`config.mk`:
```
export PLATFORM = sky130hd
export DESIGN_NAME = flag_div_ctrl
export DESIGN_NICKNAME = d
export VERILOG_FILES = /design/src/rtl/flag_div_ctrl.sv
export SDC_FILE = /design/constraint.sdc
export NUM_CORES = 1
export LEC_CHECK = 0
export ABC_AREA = 1
export CAP_MARGIN = 15
export CORE_UTILIZATION = 38
export DETAILED_ROUTE_END_ITERATION = 6
export PLACE_DENSITY = 0.63
export SLEW_MARGIN = 20
export SYNTH_ARGS = -nofsm -noshare
export SYNTH_HDL_FRONTEND = slang
export SYNTH_SLANG_ARGS = --single-unit
```
`constraint.sdc`:
```
create_clock -name sys_clk -period 1.9 [get_ports sys_clk]
set_input_delay 0.19 -clock sys_clk [delete_from_list [all_inputs] [get_ports sys_clk]]
set_output_delay 0.19 -clock sys_clk [all_outputs]
set_load 0.02 [all_outputs]
```
`src/rtl/flag_div_ctrl.sv`:
```
// Run-time controller for the flag-based even clock divider.
// A period counter emits a one-cycle cnt_flag; IDLE/RUN/STOP sequencing handles bursts and graceful stop.
module flag_div_ctrl #(
  parameter int DIV_W       = 8,
  parameter int BURST_W     = 8,
  parameter int DIV_DEFAULT = 6
) (
  input  logic               sys_clk,
  input  logic               sys_rst,
  input  logic               cfg_valid,
  output logic               cfg_ready,
  input  logic [DIV_W-1:0]   cfg_div,
  input  logic [BURST_W-1:0] cfg_burst,
  input  logic               start,
  input  logic               stop,
  output logic               cnt_flag,
  output logic               done,
  output logic               busy,
  output logic [BURST_W-1:0] flag_cnt
);

  typedef enum logic [1:0] {S_IDLE, S_RUN, S_STOP} state_t;

  localparam logic [DIV_W-1:0]   DIV_ONE   = DIV_W'(1);
  localparam logic [DIV_W-1:0]   DIV_TWO   = DIV_W'(2);
  localparam logic [DIV_W-1:0]   DIV_RST   = DIV_W'(DIV_DEFAULT);
  localparam logic [BURST_W-1:0] BURST_ONE = BURST_W'(1);

  state_t             state_q, state_d;
  logic [DIV_W-1:0]   div_q, div_d;
  logic [BURST_W-1:0] burst_q, burst_d;
  logic [DIV_W-1:0]   cnt_q, cnt_d;
  logic [BURST_W-1:0] flag_cnt_q, flag_cnt_d;
  logic               cnt_flag_q, cnt_flag_d;
  logic               done_q, done_d;

  logic               wrap;
  logic [BURST_W-1:0] flag_nxt;
  logic               burst_hit;

  assign cfg_ready = (state_q == S_IDLE);
  assign busy      = (state_q != S_IDLE);
  assign cnt_flag  = cnt_flag_q;
  assign done      = done_q;
  assign flag_cnt  = flag_cnt_q;

  assign wrap      = (cnt_q == div_q - DIV_ONE);
  assign flag_nxt  = flag_cnt_q + BURST_ONE;
  assign burst_hit = (burst_q != '0) && (flag_nxt == burst_q);

  always_comb begin
    state_d    = state_q;
    div_d      = div_q;
    burst_d    = burst_q;
    cnt_d      = cnt_q;
    flag_cnt_d = flag_cnt_q;
    cnt_flag_d = 1'b0;
    done_d     = 1'b0;
    unique case (state_q)
      S_IDLE: begin
        if (cfg_valid) begin
          // Ratios below 2 cannot produce a one-of-D flag; clamp them.
          div_d   = (cfg_div < DIV_TWO) ? DIV_TWO : cfg_div;
          burst_d = cfg_burst;
        end
        if (start) begin
          state_d    = S_RUN;
          cnt_d      = '0;
          flag_cnt_d = '0;
        end
      end
      S_RUN, S_STOP: begin
        cnt_d = wrap ? '0 : cnt_q + DIV_ONE;
        if (wrap) begin
          cnt_flag_d = 1'b1;
          flag_cnt_d = flag_nxt;
        end
        // A flag in STOP is always final; a burst-final flag beats a same-edge stop.
        if (wrap && (state_q == S_STOP || burst_hit)) begin
          done_d  = 1'b1;
          state_d = S_IDLE;
        end else if (state_q == S_RUN && stop) begin
          state_d = S_STOP;
        end
      end
      default: state_d = S_IDLE;
    endcase
  end

  always_ff @(posedge sys_clk or posedge sys_rst) begin
    if (sys_rst) begin
      state_q    <= S_IDLE;
      div_q      <= DIV_RST;
      burst_q    <= '0;
      cnt_q      <= '0;
      flag_cnt_q <= '0;
      cnt_flag_q <= 1'b0;
      done_q     <= 1'b0;
    end else begin
      state_q    <= state_d;
      div_q      <= div_d;
      burst_q    <= burst_d;
      cnt_q      <= cnt_d;
      flag_cnt_q <= flag_cnt_d;
      cnt_flag_q <= cnt_flag_d;
      done_q     <= done_d;
    end
  end

endmodule

```
After elaboration in Yosys (flattened, before gate mapping)
Index checks and enable logic that the tools add are counted.
{"block": "totals", "wordCells": 45, "input_bits": 21, "reg_bits": 36, "out_inout_bits": 12}
{"block": "classes", "reduce_logical": 13, "n_mux": 14, "eq_ne": 7, "addsub": 3, "magnitude_cmp": 1}
{"op": "two-way mux 8 bit", "n": 4}
{"op": "case mux 8 bit (2 select lines)", "n": 2}
{"op": "adder 8 x 1 -> 8 bit, second input constant", "n": 2}
{"op": "== test 8 bit", "n": 2}
{"op": "less-than comparator 8 x 2 -> 1 bit, second input constant", "n": 1}
{"op": "nonzero test 8 bit", "n": 1}
{"op": "subtractor 8 x 1 -> 8 bit, second input constant", "n": 1}
{"op": "two-way mux 2 bit", "n": 3}
{"op": "AND reduction 2 bit", "n": 3}
{"op": "two-way mux 1 bit", "n": 4}
{"op": "case mux 2 bit (2 select lines)", "n": 1}
{"op": "nonzero test 2 bit", "n": 2}
{"op": "logical AND 1 bit", "n": 3}
{"op": "!= test 3 bit, second input constant", "n": 1}
{"op": "AND reduction 3 bit", "n": 1}
{"op": "== test 2 x 1 -> 1 bit, second input constant", "n": 1}
{"op": "== test 2 bit, second input constant", "n": 1}
{"op": "zero test 2 bit", "n": 1}
{"op": "!= test 2 x 1 -> 1 bit, second input constant", "n": 1}
{"op": "!= test 2 bit, second input constant", "n": 1}
{"op": "OR reduction 2 bit", "n": 1}
{"op": "logical OR 1 bit", "n": 1}

Longest topological paths before layout
Gate-level depths: netlist of run 1.
{"block": "depth", "depth_word": 7, "depth_mapped": 16}

Worst setup path before layout of run 1
No wires, ideal clock.
{"block": "synth_path", "path_kind": "register -> register", "startpoint": "reg div_q[1]", "endpoint": "reg flag_cnt_q[1] (netlist: flag_cnt[1])", "path_stages_with_launch": 14, "path_buffers": 0, "slack_ns": -0.018, "t_arrival_ns": 1.796, "cell_sequence": "dfstp_2 -> inv_1 -> ha_1 -> xnor2_1 -> a21oi_2 -> nand3_1 -> nor2_2 -> nand3_2 -> nor2_4 -> nand2_4 -> nand2_4 -> nand2_4 -> nand2_1 -> nand2_1"}
{"block": "synth_via", "elab_chain_len": 4}
{"item": "start: declaration", "line_no": "30", "text": "logic [DIV_W-1:0] div_q, div_d;"}
{"item": "start signal: assignment", "line_no": "101", "text": "div_q <= div_d;"}
{"item": "subtractor 8 x 1 -> 8 bit", "line_no": "47", "text": "assign wrap = (cnt_q == div_q - DIV_ONE);"}
{"item": "== test 8 bit", "line_no": "47"}
{"item": "!= test 2 bit (no source line)"}
{"item": "AND reduction 3 bit (no source line)"}
{"item": "end signal: assignment", "line_no": "104", "text": "flag_cnt_q <= flag_cnt_d;"}
{"item": "end: declaration", "line_no": "33", "text": "logic [BURST_W-1:0] flag_cnt_q, flag_cnt_d;"}
Every way passes these cells.
A chain may end at the register's enable or synchronous reset.

Worst setup path in the final report of run 1
{"block": "layout_path", "startpoint": "reg div_q[1]", "endpoint": "reg flag_cnt_q[4] (netlist: flag_cnt[4])"}
The elaborated chain is that of the path after synthesis.

==> results of run 1 <==
-- per-stage QoR --
step	TNS [ns]	utilization	instances
after global routing	-2.53	0.511	428
after CTS	-0.586	0.507	428
after floorplan	0	-	306
after global placement	-0.0359	0.493	421
after detailed placement	-0.470	0.493	421
final	-0.455	0.511	428
-- cells in the mapped netlist (3+ instances only) --
cell,number,area share
xor2_1,11,0.042
nand2_2,5,0.014
o22ai_1,5,0.014
nor2_2,6,0.017
o21ai_0,11,0.024
nand2_1,98,0.16
a21oi_1,4,0.0088
nand2_4,3,0.015
inv_1,38,0.063
nor2_1,17,0.028
nand3_1,30,0.066
ha_1,7,0.039
inv_2,6,0.0099
dfrtp_1,34,0.38
nor3_1,4,0.0088
o21ai_1,3,0.0066
nor2_4,3,0.015
xnor2_1,5,0.019
-- worst max path at each step --
stage	from	endpoint	slack (ns)	cells past startpoint
2_1_floorplan	flag_cnt[0]$_DFFE_PP0P_	state_q[0]$_DFFE_PP0P_	0.05	16
3_3_place_gp	flag_cnt[1]$_DFFE_PP0P_	state_q[1]$_DFFE_PP0P_	-0.02	16
3_5_place_dp	div_q[1]$_DFFE_PP1P_	flag_cnt[1]$_DFFE_PP0P_	-0.05	13
4_1_cts	div_q[1]$_DFFE_PP1P_	flag_cnt[5]$_DFFE_PP0P_	-0.07	13
5_1_grt	div_q[1]$_DFFE_PP1P_	flag_cnt[4]$_DFFE_PP0P_	-0.21	13
6_report	div_q[1]$_DFFE_PP1P_	flag_cnt[4]$_DFFE_PP0P_	-0.06	13
-- power by group through the flow --
stage / combinational, mW / clock [mW] / sequential [mW]
5_1_grt: 2.34 / 0.565 / 1.22
2_1_floorplan: 1.40 / 0 / 1.18
6_report: 2.06 / 0.520 / 1.19
3_5_place_dp: 2.00 / 0 / 1.20
4_1_cts: 2.00 / 0.526 / 1.19
3_3_place_gp: 1.96 / 0 / 1.19
-- cell usage in the layout (no fill, tap or decap), types with 7 or more instances in the layout --
cell type / instances
clkdlybuf4s50_1: 30
dfrtp_1: 34
nand2_1: 97
nor2_1: 17
o21ai_0: 11
buf_4: 13
xor2_1: 11
inv_1: 37
nand3_1: 30
inv_2: 7
-- layer usage --
layer,vias up,GRT usage
met4,0,0.0491
met3,4,0.0345
met1,911,0.245
li1,1060,-
met5,-,0
met2,33,0.309
-- state kept, by name, summed over array words and instances, names as in the netlist --
name and cells:
flag_cnt 8, cnt_flag 1, div_q 8, done 1, state_q 2, cnt_q 8, burst_q 8
-- cell families after synthesis --
| family | Yosys count | synth area share |
|---|---|---|
| AO/OA/AOI/OAI | 28 | 0.0734 |
| XOR/XNOR | 17 | 0.0690 |
| adder cells (fa/ha/maj) | 7 | 0.0386 |
| buffers and inverters | 47 | 0.0778 |
| flip-flops | 36 | 0.398 |
| AND/OR/NAND/NOR | 171 | 0.343 |
-- timing repair --
action,4_1_cts,5_1_grt
resized for setup,3,3
endpoints found under the setup margin,18,19
hold buffers,0,0
pin swaps,1,0
-- layout make-up --
class | instances | area share
Timing Repair Buffer | 45 | 0.144
Tap cell | 72 | 0.0313
Multi-Input combinational cell | 223 | 0.425
Sequential cell | 36 | 0.314
Inverter | 45 | 0.0586
Clock buffer | 6 | 0.0252
Clock inverter | 1 | 0.00174
-- critical path, cell delays in order (launching register included) --
cell	delay [ns]
dfstp_2	0.54
inv_2	0.05
ha_4	0.21
xnor2_1	0.13
a21oi_2	0.10
nand3_1	0.09
nor2_2	0.10
nand3_2	0.09
nor2_4	0.15
nand2_4	0.09
nand2_8	0.10
nand2_8	0.07
nand2_1	0.06
nand2_1	0.05
==> impl_metrics.json, run 1 <==
{
  "ctsRootBufferMaster": "clkbuf_8",
  "postRouteWirelength_um": 5020,
  "register_area_um2": 903,
  "reg2reg_from": "div_q[1]$_DFFE_PP1P_",
  "powerDensity_nw_per_um2": 1310,
  "max_slew_margin": 0.691,
  "r2r_slack_ns": -0.06,
  "synth-edff-count": 0,
  "slew_violations": 0,
  "start_kind": "register",
  "clock_latency_ns": 0.28,
  "path_clk_slew_ns": 0.08,
  "rsz0062_at_grt": "true",
  "grt_pass1_wl_um": 9030,
  "p_comb_frac": 0.547,
  "start_util": 0.402,
  "met1_length_um": 2380,
  "cts-htree-levels": 2,
  "fin_ws_ns": -0.0586,
  "async_flop_share": 1.00,
  "seqPwrFrac": 0.315,
  "rows": 27,
  "syn_area_per_cell_um2": 7.41,
  "area_growth_syn_to_layout_pct": 27.0,
  "total_power_mw": 3.77,
  "final_nets": 384,
  "track_usage": 0.185,
  "cts_tree": "done",
  "fin_crit_ns": 1.96,
  "io_buffers": 32,
  "worst_hold_slack_ns": 0.306,
  "insertedDiodeCount": 0,
  "cts_buffers": 5,
  "netlist_area_um2": 2270,
  "dp_hpwl_um": 3900,
  "crit_fanout": 8,
  "pre_cts_slack_ns": -0.0549,
  "final.fill_count": 556,
  "route.met2.wl_um": 2450,
  "violations": "setup timing",
  "seq_area_frac_synth": 0.398,
  "p_sw_mw": 1.72,
  "skew_ns": 0.00851,
  "routabilityCongestion": 0.821,
  "grt_max_degree": 37,
  "antenna_found_initial": 0,
  "outcome": "finished, violations left",
  "place_area_um2": 2780,
  "r2r-end": "flag_cnt[4]$_DFFE_PP0P_",
  "routedWlPerCell_um": 11.7,
  "die_w_um": 79.2,
  "setup_violations": 11,
  "drc": 0,
  "worstMarginPinSlew_ns": 0.463,
  "grt_pass1_vias": 1978,
  "crit_type": "register to register",
  "holdCritPathClass": "primary input to asynchronous set/reset pin",
  "die_h_um": 79.2,
  "ff2ff_path_depth": 13,
  "fin_area_um2": 2880,
  "grt_overflow_total": 0,
  "die_area_um2": 6280,
  "synth-warning-count": 0,
  "routed.top_layer": "met4",
  "finalCritPeriodShare": 1.03,
  "vias": 2008,
  "synth_fp_nets": 334,
  "dr_wl_met3_um": 149,
  "required_ns": 2.07,
  "fmax_ghz": 0.511,
  "cap_violations": 0,
  "multi_input_area_um2": 1220,
  "p_int_mw": 2.06,
  "boundaryPins": 33,
  "detail-route-antenna-nets": 0,
  "clockBufferDepth": 2,
  "crit_path_end_kind": "register",
  "post_cts_buffers": 0,
  "yosys.cell_types.count": 29,
  "viasPerCell": 4.69,
  "hold_violations": 0,
  "clkSinkCount": 36,
  "drtIter0Drc": 119,
  "cellLeakagePower_nw": 1.38,
  "peakVddDrop_mv": 0.679,
  "core_region_area_um2": 5640,
  "ys.flop_type": "dfrtp_1",
  "synth_cells": 306,
  "ys_seq_elements": 36,
  "switching_share": 0.455,
  "cp.arrival_ns": 2.13,
  "dr.pass1.iters": 4,
  "clkPwrFrac": 0.138,
  "drive_gt1_frac": 0.149
}
No activity file was read; power rests on OpenSTA's default activity.
==> run 2: changes to the inputs <==
--- a/config.mk
+++ b/config.mk
@@ -6,6 +6,7 @@
 export NUM_CORES = 1
 export LEC_CHECK = 0
 export ABC_AREA = 1
+export ABC_CLOCK_PERIOD_IN_PS = 1900
 export CAP_MARGIN = 15
 export CORE_UTILIZATION = 38
 export DETAILED_ROUTE_END_ITERATION = 6
==> results of run 2 <==
No change in the layout: final DEF, timing and power equal those of run 1.
